$ cat src/rtl/ram_stream_reader_if.sv
// RAM read port plus output stream of ram_stream_reader.
// master = the reader, slave = RAM model / downstream consumer.
interface ram_stream_reader_if #(
    parameter int unsigned ADDR_W = 4,
    parameter int unsigned DATA_W = 8
);
    logic              ram_en;
    logic [ADDR_W-1:0] ram_addr;
    logic [DATA_W-1:0] ram_rdata;
    logic [DATA_W-1:0] out_data;
    logic              out_valid;
    logic              out_ready;

    modport master (
        output ram_en, ram_addr, out_data, out_valid,
        input  ram_rdata, out_ready
    );

    modport slave (
        input  ram_en, ram_addr, out_data, out_valid,
        output ram_rdata, out_ready
    );
endinterface

$ cat src/rtl/ram_stream_reader.sv
// Sweeps a contiguous RAM address range and streams the words out over valid/ready.
// Optional RAM_STREAM_READER_CHECKSUM_EN adds a running XOR of accepted words.
module ram_stream_reader #(
    parameter int unsigned ADDR_W = 4,
    parameter int unsigned DATA_W = 8,
    parameter int unsigned RD_LAT = 1
) (
    input  logic              clk,
    input  logic              rst_n,
    input  logic              start,
    input  logic [ADDR_W-1:0] base_addr,
    input  logic [ADDR_W:0]   count,
    output logic              busy,
    output logic              done,
    ram_stream_reader_if.master bus
`ifdef RAM_STREAM_READER_CHECKSUM_EN
    ,
    output logic [DATA_W-1:0] checksum
`endif
);

    localparam int unsigned CNT_W = ADDR_W + 1;

    generate
        if (RD_LAT != 1) begin : g_bad_rd_lat
            $error("ram_stream_reader: only RD_LAT=1 is supported");
        end
    endgenerate

    typedef enum logic [1:0] {S_IDLE, S_READ, S_DRAIN} state_e;

    state_e            state_q, state_d;
    logic [ADDR_W-1:0] addr_q;
    logic [CNT_W-1:0]  issue_rem_q, accept_rem_q;
    logic              inflight_q;
    logic [1:0]        occ_q, occ_d;
    logic [DATA_W-1:0] buf0_q, buf1_q;
    logic              out_valid_q, busy_q, done_q;

    logic              pop, push, room;
    logic [2:0]        load;
    logic              issue_c, start_ok_c, done_c;

    assign pop  = out_valid_q & bus.out_ready;
    assign push = inflight_q;
    // A word accepted this cycle frees its slot for this cycle's issue decision.
    assign load  = {1'b0, occ_q} + 3'(inflight_q) - 3'(pop);
    assign room  = load < 3'd2;
    assign occ_d = occ_q + 2'(push) - 2'(pop);

    always_ff @(posedge clk or negedge rst_n) begin
        if (!rst_n) state_q <= S_IDLE;
        else        state_q <= state_d;
    end

    always_comb begin
        state_d = state_q;
        case (state_q)
            S_IDLE:  if (start_ok_c) state_d = S_READ;
            S_READ:  if (issue_c && issue_rem_q == CNT_W'(1)) state_d = S_DRAIN;
            S_DRAIN: if (done_c) state_d = S_IDLE;
            default: state_d = S_IDLE;
        endcase
    end

    always_comb begin
        issue_c    = 1'b0;
        start_ok_c = 1'b0;
        done_c     = 1'b0;
        case (state_q)
            S_IDLE: begin
                start_ok_c = start && (count != '0);
                done_c     = start && (count == '0);
            end
            S_READ:  issue_c = (issue_rem_q != '0) && room;
            S_DRAIN: done_c  = pop && (accept_rem_q == CNT_W'(1));
            default: ;
        endcase
    end

    always_ff @(posedge clk or negedge rst_n) begin
        if (!rst_n) begin
            addr_q       <= '0;
            issue_rem_q  <= '0;
            accept_rem_q <= '0;
            inflight_q   <= 1'b0;
            occ_q        <= 2'd0;
            buf0_q       <= '0;
            buf1_q       <= '0;
            out_valid_q  <= 1'b0;
            busy_q       <= 1'b0;
            done_q       <= 1'b0;
        end else begin
            if (start_ok_c) begin
                addr_q       <= base_addr;
                issue_rem_q  <= count;
                accept_rem_q <= count;
            end else begin
                if (issue_c) begin
                    addr_q      <= addr_q + ADDR_W'(1);
                    issue_rem_q <= issue_rem_q - CNT_W'(1);
                end
                if (pop) accept_rem_q <= accept_rem_q - CNT_W'(1);
            end
            inflight_q  <= issue_c;
            occ_q       <= occ_d;
            out_valid_q <= occ_d != 2'd0;
            // Two-entry in-order buffer: buf0 is always the head.
            if (push && pop) begin
                if (occ_q == 2'd2) begin
                    buf0_q <= buf1_q;
                    buf1_q <= bus.ram_rdata;
                end else begin
                    buf0_q <= bus.ram_rdata;
                end
            end else if (pop) begin
                buf0_q <= buf1_q;
            end else if (push) begin
                if (occ_q == 2'd0) buf0_q <= bus.ram_rdata;
                else               buf1_q <= bus.ram_rdata;
            end
            busy_q <= state_d != S_IDLE;
            done_q <= done_c;
        end
    end

    assign bus.ram_en    = issue_c;
    assign bus.ram_addr  = addr_q;
    assign bus.out_data  = buf0_q;
    assign bus.out_valid = out_valid_q;
    assign busy          = busy_q;
    assign done          = done_q;

`ifdef RAM_STREAM_READER_CHECKSUM_EN
    logic [DATA_W-1:0] csum_q;

    always_ff @(posedge clk or negedge rst_n) begin
        if (!rst_n)          csum_q <= '0;
        else if (start_ok_c) csum_q <= '0;
        else if (pop)        csum_q <= csum_q ^ buf0_q;
    end

    assign checksum = csum_q;
`endif

endmodule

$ cat src/flat_wrapper.sv
// flat-port wrapper written by rule: the top's interface ports become plain ports
module ram_stream_reader_flat 
#(
    parameter int unsigned ADDR_W = 4,
    parameter int unsigned DATA_W = 8,
    parameter int unsigned RD_LAT = 1
)
  (clk, rst_n, start, base_addr, count, busy, done, bus_ram_en, bus_ram_addr, bus_out_data, bus_out_valid, bus_ram_rdata, bus_out_ready);
  ram_stream_reader_if #(.ADDR_W(ADDR_W), .DATA_W(DATA_W)) bus_i ();
  input  logic clk;
  input  logic rst_n;
  input  logic start;
  input  logic [ADDR_W-1:0] base_addr;
  input  logic [ADDR_W:0] count;
  output logic busy;
  output logic done;
  output wire logic [$bits(bus_i.ram_en)-1:0] bus_ram_en;
  output wire logic [$bits(bus_i.ram_addr)-1:0] bus_ram_addr;
  output wire logic [$bits(bus_i.out_data)-1:0] bus_out_data;
  output wire logic [$bits(bus_i.out_valid)-1:0] bus_out_valid;
  input wire logic [$bits(bus_i.ram_rdata)-1:0] bus_ram_rdata;
  input wire logic [$bits(bus_i.out_ready)-1:0] bus_out_ready;
  assign bus_ram_en = bus_i.ram_en;
  assign bus_ram_addr = bus_i.ram_addr;
  assign bus_out_data = bus_i.out_data;
  assign bus_out_valid = bus_i.out_valid;
  assign bus_i.ram_rdata = bus_ram_rdata;
  assign bus_i.out_ready = bus_out_ready;
  ram_stream_reader #(.ADDR_W(ADDR_W), .DATA_W(DATA_W), .RD_LAT(RD_LAT)) u_core (.clk(clk), .rst_n(rst_n), .start(start), .base_addr(base_addr), .count(count), .busy(busy), .done(done), .bus(bus_i));
endmodule
$ cat config.mk
export PLATFORM = sky130hd
export DESIGN_NAME = ram_stream_reader_flat
export DESIGN_NICKNAME = d
export VERILOG_FILES = /design/src/rtl/ram_stream_reader_if.sv /design/src/rtl/ram_stream_reader.sv /design/src/flat_wrapper.sv
export SDC_FILE = /design/constraint.sdc
export NUM_CORES = 1
export LEC_CHECK = 0
export BUFFER_PORTS_ARGS = -buffer_cell sky130_fd_sc_hd__buf_2
export CORE_UTILIZATION = 45
export DETAILED_ROUTE_END_ITERATION = 12
export MAX_ROUTING_LAYER = met4
export PLACE_DENSITY = 0.68
export SLEW_MARGIN = 20
export SYNTH_ARGS = -nofsm -noshare
export SYNTH_HDL_FRONTEND = slang
export SYNTH_SLANG_ARGS = --single-unit
$ cat constraint.sdc
create_clock -name clk -period 2.64 [get_ports clk]
set_input_delay 0.264 -clock clk [delete_from_list [all_inputs] [get_ports clk]]
set_output_delay 0.264 -clock clk [all_outputs]
set_load 0.01 [all_outputs]
=== Yosys cells after proc, flatten, opt, wreduce, memory -nomap -nowiden ===
Cells that the tools add are included.

* Memories: 0
* Bits in read-only memories: 0
* RAM bits: 0
* Flip-flop bits (word level): 38
* Output and inout port bits: 16
* Latch bits: 0

* Divide/modulo/power cells: 0
* Reductions and logical operators: 20
* $lt $le $gt $ge: 1
* Shift operators: 0
* Muxes and demuxes: 23
* Eq/ne operators: 8
* Multipliers: 0
* Add/subtract/negate cells: 7
* Bitwise operators: 1

{| class="wikitable"
|+ Operator list
! cell !! count
|-
| 8-bit two-way mux || 10
|-
| 5-bit two-way mux || 4
|-
| 5-bit by 1-bit equality test with 1-bit output (second input constant) || 2
|-
| 2-bit nonzero test || 5
|-
| 5-bit nonzero test || 2
|-
| 5-bit by 1-bit subtractor with 5-bit output (second input constant) || 2
|-
| 4-bit two-way mux || 2
|-
| 1-bit logical AND || 6
|-
| 2-bit two-way mux || 3
|-
| 2-bit case mux with 3 select lines || 1
|-
| 3-bit nonzero test || 2
|-
| 5-bit logical NOT || 1
|-
| 4-bit by 1-bit adder with 4-bit output (second input constant) || 1
|-
| 2-bit equality test (second input constant) || 2
|-
| 2-bit logical NOT || 2
|-
| 2-bit != test (second input constant) || 2
|-
| 4-bit AND reduction || 1
|-
| 2-bit by 1-bit adder with 3-bit output || 1
|-
| 3-bit by 2-bit < comparator with 1-bit output (second input constant) || 1
|-
| 3-bit by 1-bit subtractor with 3-bit output || 1
|-
| 2-bit by 1-bit adder with 2-bit output || 1
|-
| 2-bit by 1-bit equality test with 1-bit output (second input constant) || 1
|-
| 1-bit two-way mux || 2
|-
| 2-bit by 1-bit != test with 1-bit output (second input constant) || 1
|-
| 4 further kinds || 4
|}

=== Longest topological paths before layout ===
Gate-level depths: netlist of the first run.

* Word-level depth: 9
* Gate-level depth with buffers: 11

=== Worst setup path before layout of the first run ===
No wires, ideal clock.

* Path kind: reg2reg
* Start: reg u_core.out_valid_q, in the netlist u_core.bus.out_valid
* End: reg u_core.issue_rem_q[3]
* Arrival time: 2.713 ns
* Cell stages (with the launch flop): 12
* Required time: 2.514 ns
* Path slack: -0.199 ns
* Setup time: 0.126 ns
* Period minus slack after synthesis: 2.839 ns
* Cells stage by stage: dfrtp_1 and2_1 buf_2 inv_1 ha_1 ha_1 fa_1 nor3b_4 nand3_2 inv_1 nor2_2 a221o_1

* Cells in the longest elaborated chain, start to end: 6

{| class="wikitable"
|+ Ends and longest elaborated chain
! element !! line !! text
|-
| from (decl) || ram_stream_reader.sv:38 || <nowiki>logic out_valid_q, busy_q, done_q;</nowiki>
|-
| from (signal assigned) || ram_stream_reader.sv:90 || <nowiki>out_valid_q <= 1'b0;</nowiki>
|-
| from (signal assigned) || ram_stream_reader.sv:107 || <nowiki>out_valid_q <= occ_d != 2'd0;</nowiki>
|-
| 1-bit AND || ram_stream_reader.sv:44 || <nowiki>assign pop = out_valid_q & bus.out_ready;</nowiki>
|-
| 3-bit by 1-bit subtractor with 3-bit output || ram_stream_reader.sv:47 || <nowiki>assign load = {1'b0, occ_q} + 3'(inflight_q) - 3'(pop);</nowiki>
|-
| via u_core.load[1] || ram_stream_reader.sv:41 || <nowiki>logic [2:0] load;</nowiki>
|-
| 3-bit by 2-bit < comparator with 1-bit output || ram_stream_reader.sv:48 || <nowiki>assign room = load < 3'd2;</nowiki>
|-
| 1-bit logical AND || ram_stream_reader.sv:75 || <nowiki>S_READ: issue_c = (issue_rem_q != '0) && room;</nowiki>
|-
| 1-bit two-way mux || ram_stream_reader.sv:70 || <nowiki>case (state_q)</nowiki>
|-
| via bus_ram_en || flat_wrapper.sv:17 || <nowiki>output wire logic [$bits(bus_i.ram_en)-1:0] bus_ram_en;</nowiki>
|-
| 2-bit nonzero test (no source line) || -- ||
|-
| to (signal assigned) || ram_stream_reader.sv:96 || <nowiki>issue_rem_q <= count;</nowiki>
|-
| to (signal assigned) || ram_stream_reader.sv:101 || <nowiki>issue_rem_q <= issue_rem_q - CNT_W'(1);</nowiki>
|-
| to (decl) || ram_stream_reader.sv:34 || <nowiki>logic [CNT_W-1:0] issue_rem_q, accept_rem_q;</nowiki>
|}

The timed path passes the listed nets, and every way through them passes these cells.
A chain may end at the register's enable or synchronous reset.

=== Final worst setup path of the first run ===
* Start: reg u_core.out_valid_q, in the netlist u_core.bus.out_valid
* End: out bus_ram_en

* Cells in the longest elaborated chain, start to end: 5

{| class="wikitable"
|+ Ends and longest elaborated chain
! element !! line
|-
| 1-bit AND || ram_stream_reader.sv:44
|-
| 3-bit by 1-bit subtractor with 3-bit output || ram_stream_reader.sv:47
|-
| via u_core.load[1] || ram_stream_reader.sv:41
|-
| 3-bit by 2-bit < comparator with 1-bit output || ram_stream_reader.sv:48
|-
| 1-bit logical AND || ram_stream_reader.sv:75
|-
| 1-bit two-way mux || ram_stream_reader.sv:70
|-
| to (decl) || flat_wrapper.sv:17
|}

The timed path passes the listed nets, and every way through them passes these cells.

==> impl_metrics.tcl, run 1 <==
set metrics [dict create \
    syn_avg_cell_area_sq_um 11.1 \
    worstPathArrival_ns 2.27 \
    setup_ws_ns 0.108 \
    synth_area_leaders "dfrtp_1 51%, ha_1 5.3%, mux2_2 4.8%" \
    cp-start-kind "flop" \
    status "finished, final reports clean" \
    synthTopCellsByCount "38 x dfrtp_1, 16 x nor2_1, 12 x a21oi_1" \
    clock_skew_ns 0.00472 \
    syn2layout_area_growth_pct 22.0 \
    finalSetupTns_ns 0 \
    drt_iter0_markers 60 \
    synth.top_cell.area_share_pct 50.6 \
    holdCritPathClass "in2async" \
    vias 1453 \
    rows 23 \
    drtPass1Iterations 4 \
    synth_cell_type_count 40 \
    synth_edf_count 0 \
    overflow 0 \
    synth_nets 200 \
    antenna_found_initial 0 \
    die_x_um 66.6 \
    p_leak_nw 1.03 \
    critPathCaptureType "primary output" \
    max_freq_mhz 395 \
    max_slew_margin_pct 45.2 \
    yosys_most_used_dff "dfrtp_1" \
    synth_top_area_cell "dfrtp_1" \
    cts_sinks 38 \
    start_util_pct 47.0 \
    clkLatencyLatePin_ns 0.29 \
    cts-root-buf "clkbuf_8" \
    async_reset_ff_share_pct 100 \
    io_buffers 36 \
    crit_start "u_core.bus.out_valid" \
    yosysWarnings 0 \
    timing.rr.end "u_core.bus.ram_addr[3]" \
    period_needed_ns 2.53 \
    regArea_sq_um 951 \
    powerDensity_mw_per_mm2 1300 \
    layout-drive-gt1-share_pct 35.2 \
    n_fill_cell 356 \
    wl_per_cell_um 14.2 \
    hold_ws_ns 0.0678 \
    cts_tree "done" \
    holdBufCountCts 0 \
    dp_slack_ns 0.0684 \
    seq_area_frac_synth_pct 50.6 \
    grt_max_degree 39 \
    ant_nets 0 \
    yosysMostFrequentCell "dfrtp_1" \
    synth-seq-cells 38 \
    multi_input_area_sq_um 906 \
    cts_buffers 5 \
    r2r_slack_ns 0.14 \
    grt_pass1_wl_mm 6.20 \
    hold_viol 0 \
    syn_inst 170 \
    fin_cells 269 \
    reg2regPathDepth 10 \
    fp.dieH_um 66.6 \
    reg2reg_from "u_core.bus.out_valid" \
    dp_hpwl_mm 2.84 \
    crit_path_end "bus_ram_en" \
    finalMaxSlewViolations 0 \
    viasPerCell 5.40 \
    gp_congestion 0.843 \
    cts_max_path_buffers 2 \
    cp.required_ns 2.38 \
    finalPower_mw 2.99 \
    final.period_utilization_pct 95.9 \
    setup_violations 0 \
    htree_levels 2 \
    synth.cell_area_sq_mm 0.00188 \
    place_inst 257 \
    grt_usage_pct 19.6 \
    ir_drop_uv 552 \
    nets 248 \
    critPathMaxFanout 4 \
    dieArea_sq_mm 0.00444 \
    drt_drc_violations_left 0 \
    worst_slew_pin_slew_ns 0.822 \
    drv_cap 0 \
    diodes 0 \
    grt_pass1_vias 1384 \
    ios 37 \
    drt_wl_total_mm 3.82 \
    clkTransAtPathRegs_ns 0.07 \
    core_area_sq_mm 0.00400 \
    crit_type "reg2out" \
]
==> through the flow <==
stage          area (sq um)  util, %
4_1_cts                2280     56.9
2_1_floorplan          1920        -
3_5_place_dp           2160     54.1
5_1_grt                2290     57.3
6_report               2290     57.3
3_3_place_gp           2160     54.1
==> critical path, cell delays in order (launching register included) <==
cell	delay (ns)
dfrtp_1	0.34
and2_4	0.15
inv_4	0.04
ha_4	0.24
ha_2	0.16
fa_2	0.47
nor3b_4	0.27
nand3_4	0.11
inv_4	0.07
buf_2	0.13
==> metal layers <==
layer	global-route usage, %	routed length [um]	up-vias	share of wire (%)
met5	-	0	-	0
met1	23.5	1670	698	44
li1	-	-	705	-
met4	8.78	63	0	1.6
met2	32.1	1880	42	49
met3	3.77	209	8	5.5
==> cell usage in the layout, fill, tap and decap left out, drive strengths merged, types with 8 or more instances in the layout <==
cell type,instances
mux2,8
buf,44
o21ai,9
nor2,18
nand2,9
inv,9
ha,8
mux2i,8
a21oi,14
dfrtp,38
==> repair_timing <==
action	in CTS	in global routing
buffers inserted	2	2
pin swaps	2	3
gates cloned	0	0
endpoints found under the setup margin	1	2
gates resized for setup	1	1
==> worst min-delay path by stage <==
| stage | to | slack, ns | depth (start not counted) |
|---|---|---|---|
| after floorplan | u_core.accept_rem_q[0] | -0.03 | 0 |
| after global placement | u_core.buf1_q[4] | 0.40 | 1 |
| after detailed placement | u_core.bus.out_data[4] | 0.41 | 1 |
| after CTS | u_core.bus.out_data[4] | 0.1 | 1 |
| after global routing | u_core.bus.out_valid | 0.13 | 1 |
| final | u_core.bus.out_valid | 0.07 | 1 |
==> area by class of cell <==
type                       count  area share (%)
clock buffer                   6            3.60
clock inverter                 2           0.546
inverter                       9            1.69
multi-input combinational    120            39.5
sequential                    38            41.5
tap                           50            2.73
timing repair buffer          44            10.5
==> state kept, by name, indices dropped and copies added (netlist names) <==
name / cells
u_core.buf1_q: 8
u_core.bus.out_data: 8
u_core.accept_rem_q: 5
u_core.state_q: 2
u_core.done: 1
u_core.inflight_q: 1
u_core.occ_q: 2
u_core.bus.ram_addr: 4
u_core.issue_rem_q: 5
u_core.bus.out_valid: 1
u_core.busy: 1
==> kinds of logic (layout without fill, tap and decap cells) <==
group / Yosys count / count (layout) / share of synthesized area, %
fa+ha+maj: 9 / 9 / 6.39
compound gates: 36 / 36 / 12.1
simple gates: 51 / 51 / 15.2
flops: 38 / 38 / 50.6
mux: 16 / 16 / 9.05
buf+inv: 12 / 61 / 2.93
xor+xnor: 8 / 8 / 3.73
==> power by group <==
part	internal, mW	switching [mW]	total (mW)
combinational	0.728	0.756	1.48
sequential	0.873	0.224	1.10
clock	0.210	0.201	0.410
total	1.81	1.18	2.99
Note: power is estimated with default switching activity, not from simulation.
==> inputs of run 2 (changes only) <==
Settings changed: CAP_MARGIN set to 20, PLACE_DENSITY 0.68 to 0.65.
Clock period 2.64 ns to 2.4 ns, I/O delays scaled along.
==> run 2 against run 1 <==
  * The run now ends with setup timing left
  * Worst hold slack got worse by 0.020 ns
  * Global-route usage up 1.5 points
  * Sequential share of layout area shrank 1.5 points
  * Sequential cell count stayed put
  * Total power grew 19%
  * Wire length grew 3.9%
  * Clock power increased by 29%
  * Via count grew 0.69%
  * Die area unchanged
  * Register-to-register slack lost 0.26 ns
  * Critical endpoint is now u_core.bus.ram_addr[3]
==> impl_metrics.tcl, run 2 (synthesized netlist as in run 1, its figures left out) <==
set metrics [dict create \
    setup_violations 4 \
    dp_hpwl_mm 2.88 \
    cpPeakStageDelay_ns 0.48 \
    drtPass1Iterations 4 \
    ant_nets 0 \
    layout-drive-gt1-share_pct 36.9 \
    die_x_um 66.6 \
    htree_levels 2 \
    viasPerCell 5.38 \
    syn2layout_area_growth_pct 26.7 \
    core_area_sq_mm 0.00400 \
    rsz0062_at_grt "yes" \
    clock_skew_ns 0.00194 \
    cts_tree "done" \
    crit_chain "and2_4 -> inv_6 -> ha_4 -> ha_4 -> fa_2 -> nor3b_4 -> nand3_4 -> buf_6 -> or3_4 -> a31oi_4" \
    final_cell_mix "38 x dfrtp_1, 35 x buf_2, 16 x nor2_1" \
    final.period_utilization_pct 105 \
    cp-start-kind "flop" \
    max_freq_mhz 397 \
    grt_max_degree 39 \
    wl_per_cell_um 14.6 \
    start_util_pct 47.0 \
    cp.required_ns 2.61 \
    clkTransAtPathRegs_ns 0.07 \
    max_slew_margin_pct 44.8 \
    drt_drc_violations_left 0 \
    finalMaxSlewViolations 0 \
    nets 251 \
    grt_pass1_vias 1459 \
    cts_buffers 5 \
    antenna_found_initial 0 \
    path_common_cell "ha_4" \
    place_inst 261 \
    critPathMaxFanout 4 \
    critPathCaptureType "flop" \
    setup_ws_ns -0.119 \
    hold_viol 0 \
    clkLatencyLatePin_ns 0.29 \
    layout_commonest_cell "dfrtp_1" \
    io_buffers 36 \
    crit_path_top_delay_cell "fa_2" \
    drt_wl_total_mm 3.97 \
    fin_cells 272 \
    ir_drop_uv 1280 \
    failed_checks "setup timing" \
    status "complete, but fails checks" \
    fp.dieH_um 66.6 \
    dp_slack_ns -0.104 \
    grt_pass1_wl_mm 6.56 \
    holdCritPathClass "in2async" \
    overflow 0 \
    worstPathArrival_ns 2.73 \
    vias 1463 \
    p_leak_nw 1.06 \
    crit_type "reg2reg" \
    cts-root-buf "clkbuf_8" \
    cts_sinks 38 \
    holdBufCountCts 0 \
    dieArea_sq_mm 0.00444 \
    grt_usage_pct 21.1 \
    drt_iter0_markers 47 \
    worst_slew_pin_slew_ns 0.829 \
    finalPower_mw 3.56 \
    drv_cap 0 \
    diodes 0 \
    rows 23 \
    cts_max_path_buffers 2 \
    period_needed_ns 2.52 \
    ios 37 \
    gp_congestion 0.831 \
    powerDensity_mw_per_mm2 1500 \
]
==> run 2: changes by cell type in the layout (fill, tap and decap cells not counted), moves of 2 or more <==
cell      previous run  this run
buf_6                0         3
o21ai_2              0         2
o21ai_0              8         5
clkbuf_1             0         2
==> run 2: path summary, 6_finish.rpt <==
path	startpoint	end	slack, ns	depth (start not counted)
worst min-delay path	rst_n	u_core.bus.out_data[5]	0.05	1
worst max register to register	u_core.bus.out_valid	u_core.bus.ram_addr[3]	-0.12	10
worst min register to register	u_core.buf1_q[0]	u_core.buf1_q[0]	0.51	1
max in group asynchronous	rst_n	u_core.bus.out_data[3]	1.83	1
worst max-delay path	u_core.bus.out_valid	u_core.bus.ram_addr[3]	-0.12	10
min in group clk	base_addr[0]	u_core.bus.ram_addr[0]	0.18	2
==> run 2: what timing repair did <==
| item | in CTS | in global routing |
|---|---|---|
| resized for setup | 5 | 10 |
| pin swaps | 4 | 8 |
| endpoints found under the setup margin | 12 | 12 |
| setup buffers | 3 | 1 |
==> run 2: stage by stage <==
step	instance area (sq um)	util (%)	hold slack (ns)	setup TNS, ns
finish	2380	59.5	0.0476	-0.330
global route	2380	59.5	0.122	-1.35
CTS	2350	58.6	0.0782	-0.147
detailed placement	2210	55.1	0.392	-0.461
global placement	2210	55.1	0.380	-0.221
floorplan	1930	-	-0.0556	-0.724
==> run 2: per-layer routing <==
layer	up-vias	routed length, um	GRT usage, %
met5	-	0	-
met4	0	106	10.6
met3	11	152	3.42
met2	39	1960	33.2
met1	702	1760	26.3
li1	711	-	-
==> run 2: report_power, final <==
| group | leakage (nW) | switching (mW) | internal, mW | total (mW) |
|---|---|---|---|---|
| combinational | 0.562 | 0.894 | 0.925 | 1.82 |
| clock | 0.0524 | 0.216 | 0.311 | 0.527 |
| sequential | 0.446 | 0.255 | 0.960 | 1.22 |
==> run 2: area by class of cell <==
type / count / area [sq um]
sequential: 38 / 951
clock inverter: 1 / 30.0
fill: 325 / 1620
multi-input combinational: 120 / 943
clock buffer: 7 / 76.3
timing repair buffer: 47 / 277
tap: 50 / 62.6
inverter: 9 / 41.3
==> run 2: critical path, delay by kind of cell (launching register included) <==
kind                     cells  cell delay [ns]
AO/OA/AOI/OAI                1             0.16
adder cells (fa/ha/maj)      3             0.82
buffers and inverters        2             0.20
flip-flops                   1             0.37
AND/OR/NAND/NOR              4             0.89
==> inputs of run 3 (changes only) <==
Settings changed: BUFFER_PORTS_ARGS -buffer_cell sky130_fd_sc_hd__buf_2 to unset, CORE_MARGIN set to 5, DONT_BUFFER_PORTS set to 1, PLACE_DENSITY 0.65 to 0.58.
==> run 3 against run 2 <==
  * The flow still finishes with violations (setup timing)
  * Via count down 7.1%
  * Worst hold slack better by 0.030 ns
  * Highest routed layer unchanged
  * Wire length up 3.5%
  * Sequential share of layout area up 2.2 points
==> impl_metrics.tcl, run 3 (synthesized netlist as in run 1, its figures left out) <==
set metrics [dict create \
    ios 37 \
    critPathMaxFanout 4 \
    stdcell_area_sq_mm 0.00225 \
    finalPower_mw 3.50 \
    failed_checks "setup timing" \
    hold_depth 2 \
    cts_tree "done" \
    fp.dieH_um 74.6 \
    max_slew_margin_pct 58.0 \
    worst_slew_pin_slew_ns 0.625 \
    cts-root-buf "clkbuf_8" \
    setup_ws_ns -0.133 \
    ant_nets 0 \
    dp_hpwl_mm 2.95 \
    layout_commonest_cell "dfrtp_1" \
    final.period_utilization_pct 106 \
    grt_pass1_vias 1449 \
    htree_levels 2 \
    cp-start-kind "flop" \
    status "complete, but fails checks" \
    finalMaxSlewViolations 0 \
    reg2regPathDepth 10 \
    vias 1359 \
    max_freq_mhz 395 \
    die_x_um 74.6 \
    clkTransAtPathRegs_ns 0.08 \
    reg2reg_from "u_core.bus.out_valid" \
    antenna_found_initial 0 \
    cpPeakStageDelay_ns 0.45 \
    cts_buffers 5 \
    dpl_cell_area_sq_mm 0.00205 \
    hold_viol 0 \
    io_buffers 0 \
    crit_path_top_delay_cell "fa_2" \
    diodes 0 \
    critPathCaptureType "flop" \
    period_needed_ns 2.53 \
    wl_per_cell_um 17.0 \
    viasPerCell 5.62 \
    grt_max_degree 39 \
    syn2layout_area_growth_pct 20.0 \
    rows 23 \
    worstPathArrival_ns 2.74 \
    drt_drc_violations_left 0 \
    layout-drive-gt1-share_pct 28.1 \
    regArea_sq_um 951 \
    crit_type "reg2reg" \
    timing.rr.end "u_core.bus.ram_addr[3]" \
    powerDensity_mw_per_mm2 1550 \
    start_util_pct 46.6 \
    final_cell_mix "38 x dfrtp_1, 16 x nor2_1, 12 x a21oi_1, 12 x buf_4, 9 x nand2_1" \
    core_area_sq_mm 0.00403 \
    clkLatencyLatePin_ns 0.28 \
    ir_drop_uv 647 \
    rsz0062_at_grt "yes" \
    multi_input_area_sq_um 937 \
    drtPass1Iterations 5 \
    cts_sinks 38 \
    nets 221 \
    n_fill_cell 334 \
    dp_slack_ns -0.108 \
    drt_wl_total_mm 4.11 \
    drt_iter0_markers 50 \
    p_leak_nw 0.956 \
    drv_cap 0 \
    path_common_cell "ha_4" \
    gp_congestion 0.899 \
    setup_violations 2 \
    hold_end "u_core.bus.ram_addr[2]" \
    grt_pass1_wl_mm 6.84 \
    cp.required_ns 2.61 \
    grt_usage_pct 16.6 \
    r2r_slack_ns -0.13 \
    clock_skew_ns 0.00573 \
    overflow 0 \
    hp-start "base_addr[2]" \
    cts_max_path_buffers 2 \
    holdCritPathClass "in2reg" \
    dieArea_sq_mm 0.00557 \
    crit_chain "and2_4 -> inv_6 -> ha_4 -> ha_4 -> fa_2 -> nor3b_4 -> nand3_4 -> buf_6 -> or3_1 -> a31oi_2" \
    fin_util_pct 56.0 \
    hold_ws_ns 0.0778 \
]
[run 3: routing by layer]
metal	GRT usage, %	vias up	share of wire [%]
met4	5.93	0	2.6
met1	20.3	650	41
met3	4.81	12	7.2
li1	-	649	-
met5	-	-	0
met2	26.4	48	49
[run 3: worst max path at each step]
stage          depth (start not counted)                      to                  from  slack (ns)
4_1_cts                                9              bus_ram_en  u_core.bus.out_valid       -0.09
2_1_floorplan                         11   u_core.issue_rem_q[3]  u_core.bus.out_valid       -0.19
5_1_grt                               10  u_core.bus.ram_addr[3]  u_core.bus.out_valid       -0.21
3_5_place_dp                           9   u_core.issue_rem_q[4]  u_core.bus.out_valid       -0.11
3_3_place_gp                          10       u_core.state_q[0]  u_core.bus.out_valid       -0.03
6_report                              10  u_core.bus.ram_addr[3]  u_core.bus.out_valid       -0.13
[run 3: what timing repair did]
item,CTS,global route
pin swaps,4,4
hold buffers,2,0
buffers inserted,2,4
endpoints found under the setup margin,12,12
hold endpoints to repair,38,0
gates resized for setup,5,9
[run 3: power breakdown]
group	internal (mW)	switching [mW]
sequential	0.961	0.333
clock	0.306	0.219
combinational	0.883	0.803
[run 3: stage by stage]
step | std cells | TNS (ns)
3_3_place_gp | 228 | -0.130
6_report | 242 | -0.213
4_1_cts | 240 | -0.164
5_1_grt | 242 | -0.658
3_5_place_dp | 228 | -0.519
2_1_floorplan | 170 | -0.724
[run 3: cell type report]
class	instances	share of cell area [%]
clock buffer	5	3.05
timing repair buffer	17	6.83
clock inverter	3	1.78
sequential	38	42.2
tap	50	2.77
inverter	9	1.83
multi-input combinational	120	41.6
[run 3: worst max-delay path: cells and delay by family (launching register included)]
| family | cells | cell delay, ns |
|---|---|---|
| compound gates | 1 | 0.19 |
| fa+ha+maj | 3 | 0.79 |
| buf+inv | 2 | 0.19 |
| flops | 1 | 0.38 |
| simple gates | 4 | 0.90 |
